`src/rtl/genome_pkg.sv`:
```
// Shared definitions for the packed-nucleotide decode path.
// Contents: 2-bit base codes, their ASCII bytes, and the sequencer state encoding.
// No logic; imported by the decode cell and the sequencer.
package genome_pkg;

    // 2-bit packed base codes
    localparam logic [1:0] BASE_A = 2'b00;
    localparam logic [1:0] BASE_C = 2'b01;
    localparam logic [1:0] BASE_T = 2'b10;
    localparam logic [1:0] BASE_G = 2'b11;

    // ASCII representation of each base
    localparam logic [7:0] ASCII_A = 8'h41;
    localparam logic [7:0] ASCII_C = 8'h43;
    localparam logic [7:0] ASCII_T = 8'h54;
    localparam logic [7:0] ASCII_G = 8'h47;

    // Sequencer states
    typedef enum logic [1:0] {
        IDLE = 2'd0,
        LOAD = 2'd1,
        EMIT = 2'd2,
        FIN  = 2'd3
    } state_t;

endpackage

```
`src/rtl/TwoBit2Eight.sv`:
```
// Decode cell: maps one 2-bit packed base code to its ASCII byte.
// Latency: purely combinational, zero cycles.
// Backpressure: none; the caller holds the input stable while stalled.
// Ports: code (2-bit base code in), ascii (8-bit ASCII byte out).
module TwoBit2Eight
    import genome_pkg::*;
(
    input  logic [1:0] code,
    output logic [7:0] ascii
);

    always_comb begin
        ascii = ASCII_A;
        case (code)
            BASE_A:  ascii = ASCII_A;
            BASE_C:  ascii = ASCII_C;
            BASE_T:  ascii = ASCII_T;
            BASE_G:  ascii = ASCII_G;
            default: ascii = ASCII_A;
        endcase
    end

endmodule

```
`src/rtl/genome_decode_sequencer.sv`:
```
// Streaming decoder: takes a record base count, pulls 2-bit packed words
// (LSB-first) and emits one ASCII base per cycle with a last marker.
// Latency: length handshake -> in_ready next cycle; word handshake -> out_valid
// next cycle; sustained 1 byte/cycle across word boundaries.
// Backpressure: out_ready low freezes out_data/out_last and all state.
// Ports: clk/rst (sync, active-high); len_* length handshake; in_* packed
// word handshake; out_* ASCII byte stream with out_last; done pulse; busy.
module genome_decode_sequencer
    import genome_pkg::*;
#(
    parameter int WORD_W = 32,   // even, >= 4
    parameter int LEN_W  = 32
)(
    input  logic              clk,
    input  logic              rst,
    input  logic [LEN_W-1:0]  len_data,
    input  logic              len_valid,
    output logic              len_ready,
    input  logic [WORD_W-1:0] in_data,
    input  logic              in_valid,
    output logic              in_ready,
    output logic [7:0]        out_data,
    output logic              out_valid,
    input  logic              out_ready,
    output logic              out_last,
    output logic              done,
    output logic              busy
);

    localparam int IDX_W = $clog2(WORD_W / 2);
    localparam logic [IDX_W-1:0] IDX_LAST = IDX_W'(WORD_W / 2 - 1);

    state_t            state;
    logic [LEN_W-1:0]  remaining;
    logic [WORD_W-1:0] sr;
    logic [IDX_W-1:0]  idx;
    // Holds len_ready low for the first cycle out of reset even though the
    // state register already reads IDLE.
    logic              len_armed;

    logic [7:0] dec_byte;
    logic       last_base;
    logic       word_end;
    logic       len_fire;
    logic       in_fire;
    logic       out_fire;

    TwoBit2Eight u_decode (
        .code  (sr[1:0]),
        .ascii (dec_byte)
    );

    assign last_base = (remaining == LEN_W'(1));
    assign word_end  = (idx == IDX_LAST);

    // Handshake strobes are gated by rst so a handshake coincident with
    // reset is never seen as consumed by either neighbour.
    assign len_ready = !rst && len_armed && (state == IDLE);
    assign out_valid = !rst && (state == EMIT);
    // Mid-record refill is offered only in the cycle the last slot of the
    // current word is being accepted, so the next word lands with no bubble.
    assign in_ready  = !rst && ((state == LOAD) ||
                       ((state == EMIT) && out_ready && word_end &&
                        (remaining > LEN_W'(1))));

    assign out_data  = out_valid ? dec_byte : 8'h00;
    assign out_last  = out_valid && last_base;
    assign done      = !rst && (state == FIN);
    assign busy      = (state != IDLE);

    assign len_fire  = len_valid && len_ready;
    assign in_fire   = in_valid && in_ready;
    assign out_fire  = out_valid && out_ready;

    always_ff @(posedge clk) begin
        if (rst) begin
            state     <= IDLE;
            remaining <= '0;
            sr        <= '0;
            idx       <= '0;
            len_armed <= 1'b0;
        end else begin
            case (state)
                IDLE: begin
                    if (len_fire) begin
                        remaining <= len_data;
                        len_armed <= 1'b0;
                        state     <= (len_data == '0) ? FIN : LOAD;
                    end else begin
                        len_armed <= 1'b1;
                    end
                end
                LOAD: begin
                    if (in_fire) begin
                        sr    <= in_data;
                        idx   <= '0;
                        state <= EMIT;
                    end
                end
                EMIT: begin
                    if (out_fire) begin
                        if (remaining != '0)
                            remaining <= remaining - LEN_W'(1);
                        if (last_base) begin
                            // Any unused slots of a final partial word are dropped.
                            sr    <= sr >> 2;
                            idx   <= idx + IDX_W'(1);
                            state <= FIN;
                        end else if (word_end) begin
                            if (in_fire) begin
                                sr  <= in_data;
                                idx <= '0;
                            end else begin
                                state <= LOAD;
                            end
                        end else begin
                            sr  <= sr >> 2;
                            idx <= idx + IDX_W'(1);
                        end
                    end
                end
                FIN: begin
                    state     <= IDLE;
                    len_armed <= 1'b1;
                end
                default: state <= IDLE;
            endcase
        end
    end

endmodule

```
`config.mk`:
```
export PLATFORM = sky130hd
export DESIGN_NAME = genome_decode_sequencer
export DESIGN_NICKNAME = d
export VERILOG_FILES = /design/src/rtl/genome_pkg.sv /design/src/rtl/TwoBit2Eight.sv /design/src/rtl/genome_decode_sequencer.sv
export SDC_FILE = /design/constraint.sdc
export NUM_CORES = 1
export LEC_CHECK = 0
export CAP_MARGIN = 10
export CELL_PAD_IN_SITES_DETAIL_PLACEMENT = 1
export CELL_PAD_IN_SITES_GLOBAL_PLACEMENT = 1
export CORE_UTILIZATION = 40
export CTS_BUF_LIST = sky130_fd_sc_hd__clkbuf_2
export DETAILED_ROUTE_END_ITERATION = 12
export GPL_ROUTABILITY_DRIVEN = 0
export PLACE_DENSITY_LB_ADDON = 0.15
export SYNTH_ARGS = -nofsm -noshare
export SYNTH_HDL_FRONTEND = slang
export SYNTH_SLANG_ARGS = --single-unit
```
`constraint.sdc`:
```
create_clock -name clk -period 6.3 [get_ports clk]
set_input_delay 1.26 -clock clk [delete_from_list [all_inputs] [get_ports clk]]
set_output_delay 1.26 -clock clk [all_outputs]
set_load 0.01 [all_outputs]
```
==> flow_summary_export.csv, run 1 <==
group,metric,value,unit
timing,timing.final.crit_share,72.7,%
floorplanning,die_w,105,um
clock_tree,post_cts_buffers,0,
routing,routed_wl,13100,um
logic_synthesis,synth_top_family_by_area,"compound AO/OA/AOI/OAI gates",
logic_synthesis,yosys.area_share.simple,17.5,%
logic_synthesis,ys_warn_count,0,
clock_tree,cts_tree,"built",
floorplanning,rows,37,
floorplanning,io_pins,83,
placement,portBuffers,79,
worst_setup_path,worst_setup_path_end_kind,"output pin",
timing,layout_min_cycle_time,4580,ps
finish,nets,645,
clock_tree,clock-sinks,71,
global_routing,grt_max_degree,60,
global_routing,grt_use_total,24.4,%
clock_tree,ctsRootBufferMaster,"clkbuf_2",
clock_tree,path_clk_slew,230,ps
finish,drive_gt1_share,7.84,%
timing,relSlewSlack,21.5,%
routing,post_drt_wl_per_cell,18.4,um
logic_synthesis,syn_avg_cell_area,8.23,um2
logic_synthesis,synth_edf_count,0,
logic_synthesis,syn_area,0.00425,mm2
power_and_ir_drop,cellPowerDensity,328,mW/mm2
timing,tns,0,ps
logic_synthesis,synth.mux.area_fraction,7.79,%
global_routing,grt-ovfl-total,0,
floorplanning,initial_utilization,41.2,%
clock_tree,cts-resized-gates,0,
logic_synthesis,async_reset_ff_share,0,%
worst_setup_path,worstReg2RegStart,"remaining[11]",
logic_synthesis,synth_cell_types,58,
routing,num_vias,4247,
timing,rsz0062_at_grt,"no",
global_routing,antenna_found_initial,0,
timing,hold_viol,0,
clock_tree,h-tree-depth,3,
timing,worst-slew-pin-transition,1180,ps
routing,drt_iter0_markers,117,
clock_tree,ctsHoldBuffers,0,
worst_setup_path,arrival,3320,ps
logic_synthesis,synth_xor_area_share,0,%
logic_synthesis,synth_fa_ha_area_share,2.06,%
finish,num_antenna_cells,0,
floorplanning,core,0.0103,mm2
clock_tree,cts_inserted_buffers,9,
worst_setup_path,cp.required,5040,ps
hold_path,worstHoldPathType,"reg2reg",
worst_setup_path,cp-startpoint,"remaining[11]",
global_routing,grt_pass1_wl,21600,um
clock_tree,clk_path_buf_depth,2,
routing,viasPerCell,5.98,
global_routing,grt_pass1_vias,4387,
routing,drt_pass1_iterations,4,
worst_setup_path,crit_path_start_kind,"register",
placement,dpl.hpwl,9000,um
logic_synthesis,netlist_instances,517,
logic_synthesis,yosysSeqAreaShare,33.4,%
routing,ant_nets,0,
clock_tree,worst_skew_pair.late_latency,550,ps
hold_path,hold_start,"sr[30]",
status,status,"complete, no violations",
floorplanning,dieArea,0.0111,mm2
routing,drc,0,
logic_synthesis,synthFlopType,"dfxtp_1",
power_and_ir_drop,ir_worst_vdd,0.166,mV
timing,setup_viol,0,
timing,clock_skew,22.1,ps
timing,slew_violations,0,
job,cap_violations,0,
logic_synthesis,synth-compound-area-share,31.0,%
finish,final_util,49.8,%
worst_setup_path,critPathKind,"reg2out",
floorplanning,fp.dieH,105,um
power_and_ir_drop,p_leak,1.88,nW
finish,syn_to_final_growth,20.9,%
timing,fmax,218,MHz
logic_synthesis,synth-seq-cells,71,
worst_setup_path,path_max_fanout,10,
## cells in the final DEF (no fill, tap or decap), types with 4 or more instances in the layout
| cell type | instances |
|---|---|
| a211oi_1 | 10 |
| a21oi_1 | 32 |
| a22oi_1 | 33 |
| a31oi_1 | 7 |
| a32o_1 | 5 |
| and3_1 | 4 |
| buf_4 | 4 |
| clkbuf_2 | 10 |
| clkdlybuf4s50_1 | 78 |
| dfxtp_1 | 71 |
| ha_1 | 6 |
| inv_1 | 25 |
| mux2i_1 | 32 |
| nand2_1 | 33 |
| nand3_1 | 8 |
| nand4_1 | 6 |
| nor2_1 | 31 |
| nor2b_1 | 6 |
| nor3_1 | 16 |
| nor4_1 | 20 |
| o21a_1 | 4 |
| o21ai_0 | 28 |
| o22ai_1 | 31 |
| o22ai_2 | 4 |
| o2bb2ai_1 | 5 |
| o32ai_1 | 10 |
## worst max-delay path, cell delays in order, from the launching register on
cell	delay, ps
dfxtp_1	410
nor4_1	530
nand4b_1	560
nor4_4	540
and2_1	190
clkdlybuf4s50_1	530
## synthesized netlist by cell type, types with 3 or more instances
master | number | share of area, %
dfxtp_1 | 71 | 33
a21oi_1 | 33 | 3.9
a22oi_1 | 33 | 5.8
nand2_1 | 33 | 2.9
mux2i_1 | 32 | 7.5
nor2_1 | 31 | 2.7
o22ai_1 | 31 | 4.6
o21ai_0 | 28 | 3.3
inv_1 | 25 | 2.2
clkbuf_1 | 23 | 2.0
nor4_1 | 20 | 2.9
nor3_1 | 16 | 1.9
a211oi_1 | 10 | 1.8
o32ai_1 | 10 | 2.1
a31oi_1 | 8 | 1.2
buf_2 | 8 | 0.94
nand3_1 | 8 | 0.94
buf_6 | 7 | 1.9
ha_1 | 7 | 2.1
nand4_1 | 6 | 0.88
nor2b_1 | 6 | 0.88
a32o_1 | 5 | 1.2
buf_4 | 5 | 0.88
o2bb2ai_1 | 5 | 1.0
and3_1 | 4 | 0.59
o21a_1 | 4 | 0.71
o22ai_2 | 4 | 1.2
a21o_1 | 3 | 0.53
a31o_2 | 3 | 0.62
nand2b_1 | 3 | 0.44
or2_2 | 3 | 0.44
## stage by stage
| step | worst slack [ps] | hold WS, ps | power (W) | cells | instance area (um2) |
|---|---|---|---|---|---|
| 4_1_cts | 1650 | 497 | 0.00169 | 710 | 5140 |
| 3_5_place_dp | 2070 | 461 | 0.00141 | 694 | 5020 |
| 6_report | 1720 | 493 | 0.00169 | 710 | 5140 |
| 5_1_grt | 1510 | 529 | 0.00180 | 710 | 5140 |
| 3_3_place_gp | 2120 | 464 | 0.00139 | 694 | 5020 |
| 2_1_floorplan | 2840 | 439 | 0.00116 | 519 | 4260 |
## logic make-up after synthesis
family | Yosys count
compound gates | 192
simple gates | 143
flops | 71
buf+inv | 70
mux | 33
fa+ha+maj | 7
other cells | 1
## state kept, by name, indices dropped and copies added (netlist names)
name       count
sr            32
len_armed      1
remaining     32
idx            4
state          2
## final cells by class
| class | instances | area [um2] |
|---|---|---|
| Multi-Input combinational cell | 378 | 2520 |
| Tap cell | 136 | 170 |
| Fill cell | 1247 | 5180 |
| Clock inverter | 6 | 70.1 |
| Clock buffer | 10 | 50.0 |
| Sequential cell | 71 | 1420 |
| Timing Repair Buffer | 83 | 816 |
| Inverter | 26 | 97.6 |
## metal layers
metal | wire (um) | share of wire [%] | up-vias | GRT usage (%)
met5 | 0 | 0 | - | 0
met4 | 246 | 1.9 | 0 | 7.85
met3 | 474 | 3.6 | 19 | 4.87
met2 | 6550 | 50 | 85 | 42.8
met1 | 5820 | 44 | 2073 | 29.6
li1 | - | - | 2070 | -
## power by group
part / total, W / switching [W] / internal, W / leakage, nW
clock network: 0.000276 / 0.000181 / 0.0000946 / 0.0648
logic: 0.000798 / 0.000513 / 0.000285 / 1.24
registers: 0.000611 / 0.0000836 / 0.000527 / 0.578
total: 0.00169 / 0.000778 / 0.000907 / 1.88
## path summary, 6_finish.rpt
kind         depth (start not counted)        to  slack, ps
min                                  2    sr[30]        490
min reg2reg                          2    sr[30]        490
max                                  5  out_last       1720
max reg2reg                          6    sr[27]       2850
(Power assumes the default switching activity.)
==> run 2: changes to the inputs <==
- CORE_UTILIZATION: 40 -> 36
- clock period: 6.3 -> 4 ns (I/O delays scaled with it)
==> run 2 against run 1 <==
Clock power grew 49%. Setup slack got worse by 1500 ps. First-iteration DRC count increased by 93%. Sequential cell count did not move. Critical endpoint is now in_ready.
==> flow_summary_export.csv, run 2 (synthesized netlist as in run 1, its figures left out) <==
group,metric,value,unit
timing,worst-slew-pin-transition,965,ps
timing,relSlewSlack,35.5,%
worst_setup_path,critPathKind,"reg2out",
routing,drt_iter0_markers,226,
routing,num_vias,4328,
timing,holdWs,492,ps
routing,ant_nets,0,
timing,clock_skew,20.2,ps
placement,portBuffers,79,
routing,routed_wl,13500,um
clock_tree,h-tree-depth,3,
job,cap_violations,0,
floorplanning,io_pins,83,
placement,numPlacedInstances,710,
worst_setup_path,arrival,2950,ps
timing,fmax,267,MHz
global_routing,grt_max_degree,44,
global_routing,grt_pass1_wl,22400,um
placement,dpl.hpwl,9350,um
finish,drive_gt1_share,8.93,%
timing,timing.final.ws_setup,250,ps
finish,nets,654,
floorplanning,die_w,111,um
worst_setup_path,worst_setup_path_end_kind,"output pin",
finish,largestRegisters,"remaining (32), sr (32), idx (4)",
worst_setup_path,cp.required,3200,ps
power_and_ir_drop,ir_worst_vdd,0.216,mV
placement,dp_slack,633,ps
finish,stdcell_count,725,
power_and_ir_drop,cellPowerDensity,517,mW/mm2
clock_tree,worst_skew_pair.late_latency,570,ps
clock_tree,path_clk_slew,210,ps
timing,setup_viol,0,
global_routing,grt_use_total,22.6,%
routing,post_drt_wl_per_cell,18.6,um
routing,drc,0,
clock_tree,cts_tree,"built",
timing,slew_violations,0,
clock_tree,clk_path_buf_depth,2,
hold_path,worstHoldPathType,"reg2reg",
floorplanning,initial_utilization,37.1,%
timing,rsz0062_at_grt,"no",
routing,drt_pass1_iterations,4,
floorplanning,fp.dieH,111,um
floorplanning,core,0.0115,mm2
worst_setup_path,crit_path_start_kind,"register",
finish,num_antenna_cells,0,
worst_setup_path,path_max_fanout,7,
clock_tree,cts_inserted_buffers,9,
timing,layout_min_cycle_time,3750,ps
global_routing,antenna_found_initial,0,
timing,hold_viol,0,
clock_tree,clock-sinks,71,
global_routing,grt-ovfl-total,0,
finish,layout_common_cells,"78 x clkdlybuf4s50_1, 71 x dfxtp_1, 33 x nand2_1, 33 x a22oi_1",
power_and_ir_drop,p_leak,1.92,nW
routing,viasPerCell,5.97,
global_routing,grt_pass1_vias,4412,
finish,layout_commonest_cell,"clkdlybuf4s50_1",
floorplanning,dieArea,0.0123,mm2
status,status,"complete, no violations",
timing,tns,0,ps
finish,syn_to_final_growth,22.1,%
clock_tree,ctsRootBufferMaster,"clkbuf_2",
timing,timing.final.crit_share,93.8,%
floorplanning,rows,39,
clock_tree,post_cts_buffers,0,
## run 2: layer usage
metal	up-vias	track usage, %	wire length (um)
li1	2092	-	-
met4	0	5.87	153
met3	11	5.41	520
met1	2128	29.8	6620
met2	97	36.9	6220
met5	-	0	0
## run 2: cell type report
cell class              instances  area [um2]
fillers                      1398        6270
multi-input cells             378        2520
flip-flops and latches         71        1420
repair buffers                 92         883
well taps                     143         179
inverters                      26        97.6
clock inverters                 6        52.6
clock buffers                   9        45.0
## run 2: worst paths after layout
check | startpoint | to | slack [ps] | cells past startpoint
max reg2reg | remaining[26] | sr[0] | 850 | 7
min | remaining[24] | remaining[24] | 490 | 2
min reg2reg | remaining[24] | remaining[24] | 490 | 2
max | remaining[26] | in_ready | 250 | 5
## run 2: worst max-delay path: stages, from the launching register on
cell             delay [ps]
dfxtp_1                 410
or4_4                   580
or3_4                   370
nor2_1                  280
a311oi_1                210
clkdlybuf4s50_1         530
## run 2: power breakdown
group | internal, W | total, W | switching, W
Clock | 0.000134 | 0.000410 | 0.000277
Sequential | 0.000831 | 0.000964 | 0.000134
Combinational | 0.000493 | 0.00131 | 0.000820
Total | 0.00146 | 0.00269 | 0.00123
## run 2: stage by stage
step / util [%] / cell area, um2 / power, W
after floorplan: - / 4260 / 0.00183
after global placement: 44.4 / 5090 / 0.00223
after detailed placement: 44.4 / 5090 / 0.00227
after CTS: 45.2 / 5190 / 0.00269
after global routing: 45.3 / 5190 / 0.00288
final: 45.3 / 5190 / 0.00269
## run 2: repair_timing
item / CTS / global route
setup endpoints to repair: 0 / 2
hold buffers: 0 / 0
gates resized for setup: 0 / 1
